### src/rtl/clint_timer.sv
// Core-local interruptor: 64-bit mtime/mtimecmp plus msip on a 32-bit request/ready bus.
// Optional build macro CLINT_MTIME_SNAPSHOT_EN makes a read of mtime[31:0] latch mtime[63:32] for a torn-free read of 0xBFFC.
module clint_timer #(
    parameter int unsigned PRESCALE     = 1,
    parameter logic [63:0] MTIMECMP_RST = 64'hFFFF_FFFF_FFFF_FFFF
) (
    input  logic        clk,
    input  logic        rst,
    input  logic        bus_req,
    input  logic        bus_we,
    input  logic [15:0] bus_addr,
    input  logic [31:0] bus_wdata,
    output logic [31:0] bus_rdata,
    output logic        bus_ready,
    output logic        msip,
    output logic        mtip
);

    localparam logic [15:0] PRESCALE_MAX = 16'(PRESCALE - 1);

    localparam logic [13:0] W_MSIP    = 14'h0000;
    localparam logic [13:0] W_CMP_LO  = 14'h1000;
    localparam logic [13:0] W_CMP_HI  = 14'h1001;
    localparam logic [13:0] W_TIME_LO = 14'h2FFE;
    localparam logic [13:0] W_TIME_HI = 14'h2FFF;

    logic [15:0] cnt_q, cnt_d;
    logic [63:0] mtime_q, mtime_d;
    logic [63:0] mtimecmp_q, mtimecmp_d;
    logic        msip_q, msip_d;
    logic        mtip_q, mtip_d;
    logic [31:0] rdata_q, rdata_d;
    logic        ready_q, ready_d;
    logic [31:0] shadow_q, shadow_d;

    logic [13:0] word_s;
    logic        wr_s;
    logic        rd_s;
    logic        tick_s;
    logic [31:0] rd_val_s;
    logic        unused_addr_s;

    assign word_s        = bus_addr[15:2];
    assign unused_addr_s = ^bus_addr[1:0];
    assign wr_s          = bus_req & bus_we;
    assign rd_s          = bus_req & ~bus_we;
    assign tick_s        = (cnt_q == PRESCALE_MAX);

    // Prescaler wraps after PRESCALE cycles and issues one tick.
    always_comb begin
        if (tick_s) begin
            cnt_d = 16'd0;
        end else begin
            cnt_d = cnt_q + 16'd1;
        end
    end

    // mtime: a write to either half wins over the tick, leaving the other half untouched.
    always_comb begin
        mtime_d = mtime_q;
        if (wr_s && (word_s == W_TIME_LO)) begin
            mtime_d = {mtime_q[63:32], bus_wdata};
        end else if (wr_s && (word_s == W_TIME_HI)) begin
            mtime_d = {bus_wdata, mtime_q[31:0]};
        end else if (tick_s) begin
            mtime_d = mtime_q + 64'd1;
        end else begin
            mtime_d = mtime_q;
        end
    end

    // Software-writable mtimecmp halves and msip bit.
    always_comb begin
        mtimecmp_d = mtimecmp_q;
        msip_d     = msip_q;
        if (wr_s) begin
            case (word_s)
                W_MSIP:   msip_d = bus_wdata[0];
                W_CMP_LO: mtimecmp_d = {mtimecmp_q[63:32], bus_wdata};
                W_CMP_HI: mtimecmp_d = {bus_wdata, mtimecmp_q[31:0]};
                default:  mtimecmp_d = mtimecmp_q;
            endcase
        end else begin
            mtimecmp_d = mtimecmp_q;
        end
    end

    // Read mux samples register values before this cycle's updates.
    always_comb begin
        case (word_s)
            W_MSIP:    rd_val_s = {31'd0, msip_q};
            W_CMP_LO:  rd_val_s = mtimecmp_q[31:0];
            W_CMP_HI:  rd_val_s = mtimecmp_q[63:32];
            W_TIME_LO: rd_val_s = mtime_q[31:0];
`ifdef CLINT_MTIME_SNAPSHOT_EN
            W_TIME_HI: rd_val_s = shadow_q;
`else
            W_TIME_HI: rd_val_s = mtime_q[63:32];
`endif
            default:   rd_val_s = 32'd0;
        endcase
    end

    // Bus response, snapshot shadow and timer compare next-state.
    always_comb begin
        ready_d = bus_req;
        if (rd_s) begin
            rdata_d = rd_val_s;
        end else begin
            rdata_d = 32'd0;
        end
`ifdef CLINT_MTIME_SNAPSHOT_EN
        if (rd_s && (word_s == W_TIME_LO)) begin
            shadow_d = mtime_q[63:32];
        end else begin
            shadow_d = shadow_q;
        end
`else
        shadow_d = 32'd0;
`endif
        mtip_d = (mtime_q >= mtimecmp_q);
    end

    // State and registered outputs with synchronous reset.
    always_ff @(posedge clk) begin
        if (rst) begin
            cnt_q      <= 16'd0;
            mtime_q    <= 64'd0;
            mtimecmp_q <= MTIMECMP_RST;
            msip_q     <= 1'b0;
            mtip_q     <= 1'b0;
            rdata_q    <= 32'd0;
            ready_q    <= 1'b0;
            shadow_q   <= 32'd0;
        end else begin
            cnt_q      <= cnt_d;
            mtime_q    <= mtime_d;
            mtimecmp_q <= mtimecmp_d;
            msip_q     <= msip_d;
            mtip_q     <= mtip_d;
            rdata_q    <= rdata_d;
            ready_q    <= ready_d;
            shadow_q   <= shadow_d;
        end
    end

    assign bus_rdata = rdata_q;
    assign bus_ready = ready_q;
    assign msip      = msip_q;
    assign mtip      = mtip_q;

endmodule

### config.mk
export PLATFORM = sky130hd
export DESIGN_NAME = clint_timer
export DESIGN_NICKNAME = d
export VERILOG_FILES = /design/src/rtl/clint_timer.sv
export SDC_FILE = /design/constraint.sdc
export NUM_CORES = 1
export LEC_CHECK = 0
export BUFFER_PORTS_ARGS = -buffer_cell sky130_fd_sc_hd__buf_2
export CELL_PAD_IN_SITES_DETAIL_PLACEMENT = 0
export CELL_PAD_IN_SITES_GLOBAL_PLACEMENT = 2
export CORE_MARGIN = 8
export CORE_UTILIZATION = 39
export CTS_CLUSTER_SIZE = 25
export DETAILED_ROUTE_END_ITERATION = 8
export GPL_ROUTABILITY_DRIVEN = 0
export HOLD_SLACK_MARGIN = 0.03
export PLACE_DENSITY = 0.95
export SLEW_MARGIN = 20
export SYNTH_ARGS = -nofsm -noshare
export SYNTH_HDL_FRONTEND = slang
export SYNTH_SLANG_ARGS = --single-unit
### constraint.sdc
create_clock -name clk -period 4.18 [get_ports clk]
set_input_delay 0.418 -clock clk [delete_from_list [all_inputs] [get_ports clk]]
set_output_delay 0.418 -clock clk [all_outputs]
set_load 0.02 [all_outputs]
# After elaboration in Yosys (flattened, before gate mapping)
# Index checks and enable logic that the tools add are counted.
[classes]
mux = 5
reduce_logical = 13
n_bitwise = 7
n_lt_le_gt_ge = 1
n_addsub = 2
n_eq_ne = 5
[op_table]
columns = ["operator", "n"]
rows = [
  ["32-bit one-hot mux with 5 select lines", 1],
  ["64-bit two-way mux", 2],
  ["64-bit one-hot mux with 2 select lines", 1],
  ["64-bit by 1-bit adder with 64-bit output (second input constant)", 1],
  ["64-bit >= comparator", 1],
  ["32-bit two-way mux", 1],
  ["14-bit by 13-bit == test with 1-bit output (second input constant)", 2],
  ["14-bit == test (second input constant)", 2],
  ["16-bit by 1-bit adder with 16-bit output (second input constant)", 1],
  ["16-bit logical NOT", 1],
  ["14-bit logical NOT", 1],
  ["2-bit AND reduction", 3],
  ["3-bit AND reduction", 2],
  ["1-bit inverter", 5],
  ["2-bit nonzero test", 2],
  ["2-bit OR reduction", 2],
  ["1-bit bitwise AND", 2],
  ["1-bit logical AND", 2],
  ["2-bit inequality test (second input constant)", 1],
]
[word_totals]
ff_bits = 179
out_inout_bits = 35
word_cells = 42
inputBits = 52

# Logic depth before layout (Yosys ltp)
[depth]
depth_word = 4
depth_mapped = 10
ltp_nobuf = 8

# Worst setup path before layout
# No wires, ideal clock.
[synth_path]
path_type = "register -> register"
start = "register mtime_q[0]"
end = "register mtime_q[48]"
t_arrival_ns = 2.191
required_ns = 4.106
synth_period_minus_slack_ns = 2.265
path_stages_with_launch = 10
setup_time_ns = 0.074
path_buffers = 2
setup_slack_ns = 1.915
path_cell_list = "dfxtp_1 > ha_1 > clkbuf_1 > nand3_1 > nor4_4 > and4_1 > buf_4 > nand3_1 > or4b_1 > a31oi_1"
[synth_via]
elab_chain_cells = 3
[synth_lines]
columns = ["item", "line", "source"]
rows = [
  ["start, declared", "28", "logic [63:0] mtime_q, mtime_d;"],
  ["start signal, assigned", "137", "mtime_q <= mtime_d;"],
  ["64-bit by 1-bit adder with 64-bit output", "66", "mtime_d = mtime_q + 64'd1;"],
  ["64-bit two-way mux", "65", "end else if (tick_s) begin"],
  ["64-bit two-way mux", "63", "end else if (wr_s && (word_s == W_TIME_HI)) begin"],
]
# Every way passes these cells. The select of a mux whose other input is x is not followed.
# A chain may end at the register's enable or synchronous reset.

# Worst setup path in the final report
[layout_path]
start = "register mtime_q[0]"
end = "register mtip_q (netlist: mtip)"
[layout_via]
elab_chain_cells = 1
[layout_lines]
columns = ["item", "line", "source"]
rows = [
  ["64-bit >= comparator", "121", "mtip_d = (mtime_q >= mtimecmp_q);"],
  ["end signal, assigned", "140", "mtip_q <= mtip_d;"],
  ["end, declared", "31", "logic mtip_q, mtip_d;"],
]
# Every way passes these cells.

==> run summary <==
The fraction of post-synthesis cell area in the top cell type by area is 35.4%. The tools report the largest net degree at the start of global routing as 135. The number of global-route vias before repair was 9021.

For the pin with the worst max-slew slack, the measured transition is 0.907 ns. The die outline width works out to 177 um. The root buffer cell was clkbuf_16. The antenna cell count came out at 0.

The worst setup path is of the flop to flop kind. From synthesis to final layout, the design area changed by 12.8%. For the post-synthesis sequential area ratio, the log shows 35.4%.

After clock tree synthesis, the flow added hold-fix buffers numbering 0. Yosys attributes the largest share of cell area to dfxtp_1 35%, ha_1 8.3%, nand2_1 5.5%. Summed over all layers, the routed wires come to 31.3 mm. The main flop type after synthesis is dfxtp_1. The run finished with clean final reports.

For this run, design rule violations remaining after detail routing come to 0. The number of nets handed over by synthesis was 1340. Counting the fill cells in the layout gives 2583.

The logs give 2 for the maximum buffer depth of the clock tree and 196 uV for the worst-case vdd ir drop. Row generation in the floorplan step produced 59 rows. Summing the areas of all fa, ha and maj instances in the mapped netlist gives 8.29% of the synthesized area. After synthesis the netlist holds a flip-flop and latch count of 179. The critical path data required time came out at 4.49 ns. Number of H-tree branching levels: 4. The count of cells in the finished layout, fillers not included, comes to 1615. The die covers 31300 um2.

Setup violations remaining at the end of the flow were counted as 0. Multiplexer cells account for 0.730% of the synthesized area. The run gives 1583 as the number of placed cells counting well taps. The number of antenna violations at the first check in global routing is 0, and the ratio of routed vias to standard cells is 5.79. The run gives 0 as the reported max-cap violation count.

The total count of max-transition violations in the final report is 0, and the share of post-route cells with drive strength above 1 is 12.5%. The synthesized netlist devotes 26.2% of its cell area to simple gates. The met1 global-route usage is 26.3%, and the met2 track utilization from global routing is 33.0%.

In this run the power density over the cells is 299 nW/um2. The clock-pin slew of the registers on the worst-case setup and hold paths was 0.08 ns; the clock skew was 0.0191 ns. The number of hold violations in the final report was 0; the initial detailed-routing violation count was 816. The logs give 0 for the global route total overflow and 39.3% for the initial cell density of the core. The worst slack on hold paths was 0.226 ns. Fmax: 353 MHz. The first global-routing pass estimated 49.9 mm of wire. Number of standard cells after synthesis: 1221. The worst hold path belongs to the class input pin to flop. Most common cell in the synthesized netlist: dfxtp_1. Pin placement for this block handled 87 I/O pins.

The total clock buffers created by CTS is 17. The latest clock arrival within the worst-skew pair was 0.45 ns; the critical path arrival was 3.14 ns. By count the netlist is led by 179 x dfxtp_1, 149 x nand2_1, 107 x nor2_1. In this run the worst path has a maximum fanout of 7.

The post-detailed-route wirelength per cell is 19.4 um, and the total routing usage reported by global routing is 20.0%. Setup total negative slack on the finished layout was measured at 0 ns. The global routing stage identified its most utilized layer as met2.

Summed over all nets, the half-perimeter wirelength after detailed placement is 21.8 mm. The worst path uses 67.8% of the clock period. Setup repair after global routing left no endpoint under its margin. The final route contains 9345 vias.

The complex-gate fraction of the synthesized area works out to 20.1%. For the total leakage power, the log shows 4.95 nW. The synthesized netlist occupies a cell area of 10100 um2. Headroom to the max-slew limit came out at 39.0%. At the end of the flow, the number of nets in the layout was 1386. The tree built by TritonCTS fans out to 179 sinks.

The overall die height is 177 um, and the area inside the core boundary is 25800 um2. The xor and xnor fraction of the mapped netlist area was 3.64%. For this run, the number of Yosys warnings is 0. After synthesis, the largest family of logic cells by area is simple AND/OR/NAND/NOR gates. For the area taken by multi-input logic gates, the log shows 6000 um2. Subtracting the final worst setup slack from the clock period gives 2.83 ns. After clock tree synthesis, the setup repair step added 0 buffers. The storage element area was 3580 um2; the length of the first detailed-routing pass in iterations was 7. TritonCTS built the clock tree. The share of flip-flops with an asynchronous set or reset came out at 0%. In this run, post-CTS repair resized a total of 0 instances. The worst setup path is launched from a flop. STA classifies the critical path endpoint as a flop. The port buffer count works out to 84. Library cell with the largest summed area after synthesis: dfxtp_1. The count of flip-flops with a built-in enable after synthesis was 0; the average instance area after synthesis was 8.28 um2. The distinct cell type count of the synthesized netlist is 67, and the remaining antenna violation count after routing is 0. In the global route stage, met3 resource usage came out at 3.20%.
layout make-up:
type,count,share of cell area (%)
clock buffer,17,3.73
clock inverter,15,1.25
inverter,72,2.37
multi-input combinational,896,52.5
sequential,179,31.4
tap,335,3.67
timing repair buffer,101,5.04
per-stage QoR:
stage / total power, mW / utilization, % / area [um2] / setup WS [ns]
final: 3.41 / 44.3 / 11400 / 1.35
after global routing: 3.52 / 44.3 / 11400 / 1.18
after CTS: 3.44 / 44.3 / 11400 / 1.35
after detailed placement: 1.86 / 42.1 / 10800 / 1.27
after global placement: 1.86 / 42.1 / 10800 / 1.28
after floorplan: 1.80 / - / 10100 / 1.91
where the power goes:
part | total, mW | switching, mW | internal, mW | leakage [nW]
Clock | 1.58 | 0.794 | 0.789 | 0.270
Sequential | 1.71 | 0.00686 | 1.71 | 1.44
Combinational | 0.112 | 0.0744 | 0.0372 | 3.24
registers in the layout, summed over array words and instances (netlist names):
| signal | cells |
|---|---|
| bus_rdata | 32 |
| bus_ready | 1 |
| cnt_q | 16 |
| msip | 1 |
| mtime_q | 64 |
| mtimecmp_q | 64 |
| mtip | 1 |
cells in the final DEF (no fill, tap or decap), types with 4 or more instances in the layout:
cell / count
nand4_1: 37
nor2b_1: 5
clkinv_4: 4
nand3b_1: 29
nor3_1: 11
and2_1: 9
a21oi_1: 72
or4_1: 12
buf_2: 83
nand4_2: 4
a211o_1: 36
a22oi_1: 18
o211ai_1: 10
xor2_1: 30
xnor2_1: 12
nor4_1: 12
ha_1: 67
nand2_1: 148
o21ai_0: 19
mux2i_1: 4
inv_6: 4
a31oi_1: 25
nor2_1: 106
clkbuf_16: 17
dfxtp_1: 179
nand2b_1: 7
inv_1: 72
or3_1: 11
buf_4: 16
a21o_1: 5
a222oi_1: 31
o31ai_1: 5
and3_1: 28
nand3_1: 41
a221oi_1: 5
o21a_1: 4
and4_1: 16
nor4_4: 4
a211oi_1: 31
worst max-delay path, cell delays in order, from the launching register on:
cell and delay (ns):
dfxtp_1 0.53, inv_1 0.09, ha_1 0.29, nand2b_1 0.14, a2111oi_0 0.57, o21a_1 0.25, o211ai_1 0.25, a2111oi_0 0.46
nor2_1 0.12
path summary, 6_finish.rpt:
kind / from / end / slack (ns) / depth (start not counted)
setup reg to reg: mtime_q[0]$_SDFFE_PP0P_ / mtip$_SDFF_PP0_ / 1.35 / 8
setup / recovery: mtime_q[0]$_SDFFE_PP0P_ / mtip$_SDFF_PP0_ / 1.35 / 8
hold / removal: rst / msip$_SDFFE_PP0P_ / 0.23 / 2
hold reg to reg: mtimecmp_q[28]$_SDFFE_PP1P_ / bus_rdata[28]$_SDFF_PP0_ / 0.46 / 2
cells by family after synthesis:
kind of cell,after synthesis
AO/OA/AOI/OAI,284
XOR/XNOR,42
adder cells (fa/ha/maj),67
buffers and inverters,146
flip-flops,179
multiplexers,7
AND/OR/NAND/NOR,496
layer usage:
layer	share of wire, %	vias up
li1	-	4606
met1	46	4442
met2	47	263
met3	5.0	34
met4	1.7	0
met5	0	-
Note: power is estimated with default switching activity, not from simulation.
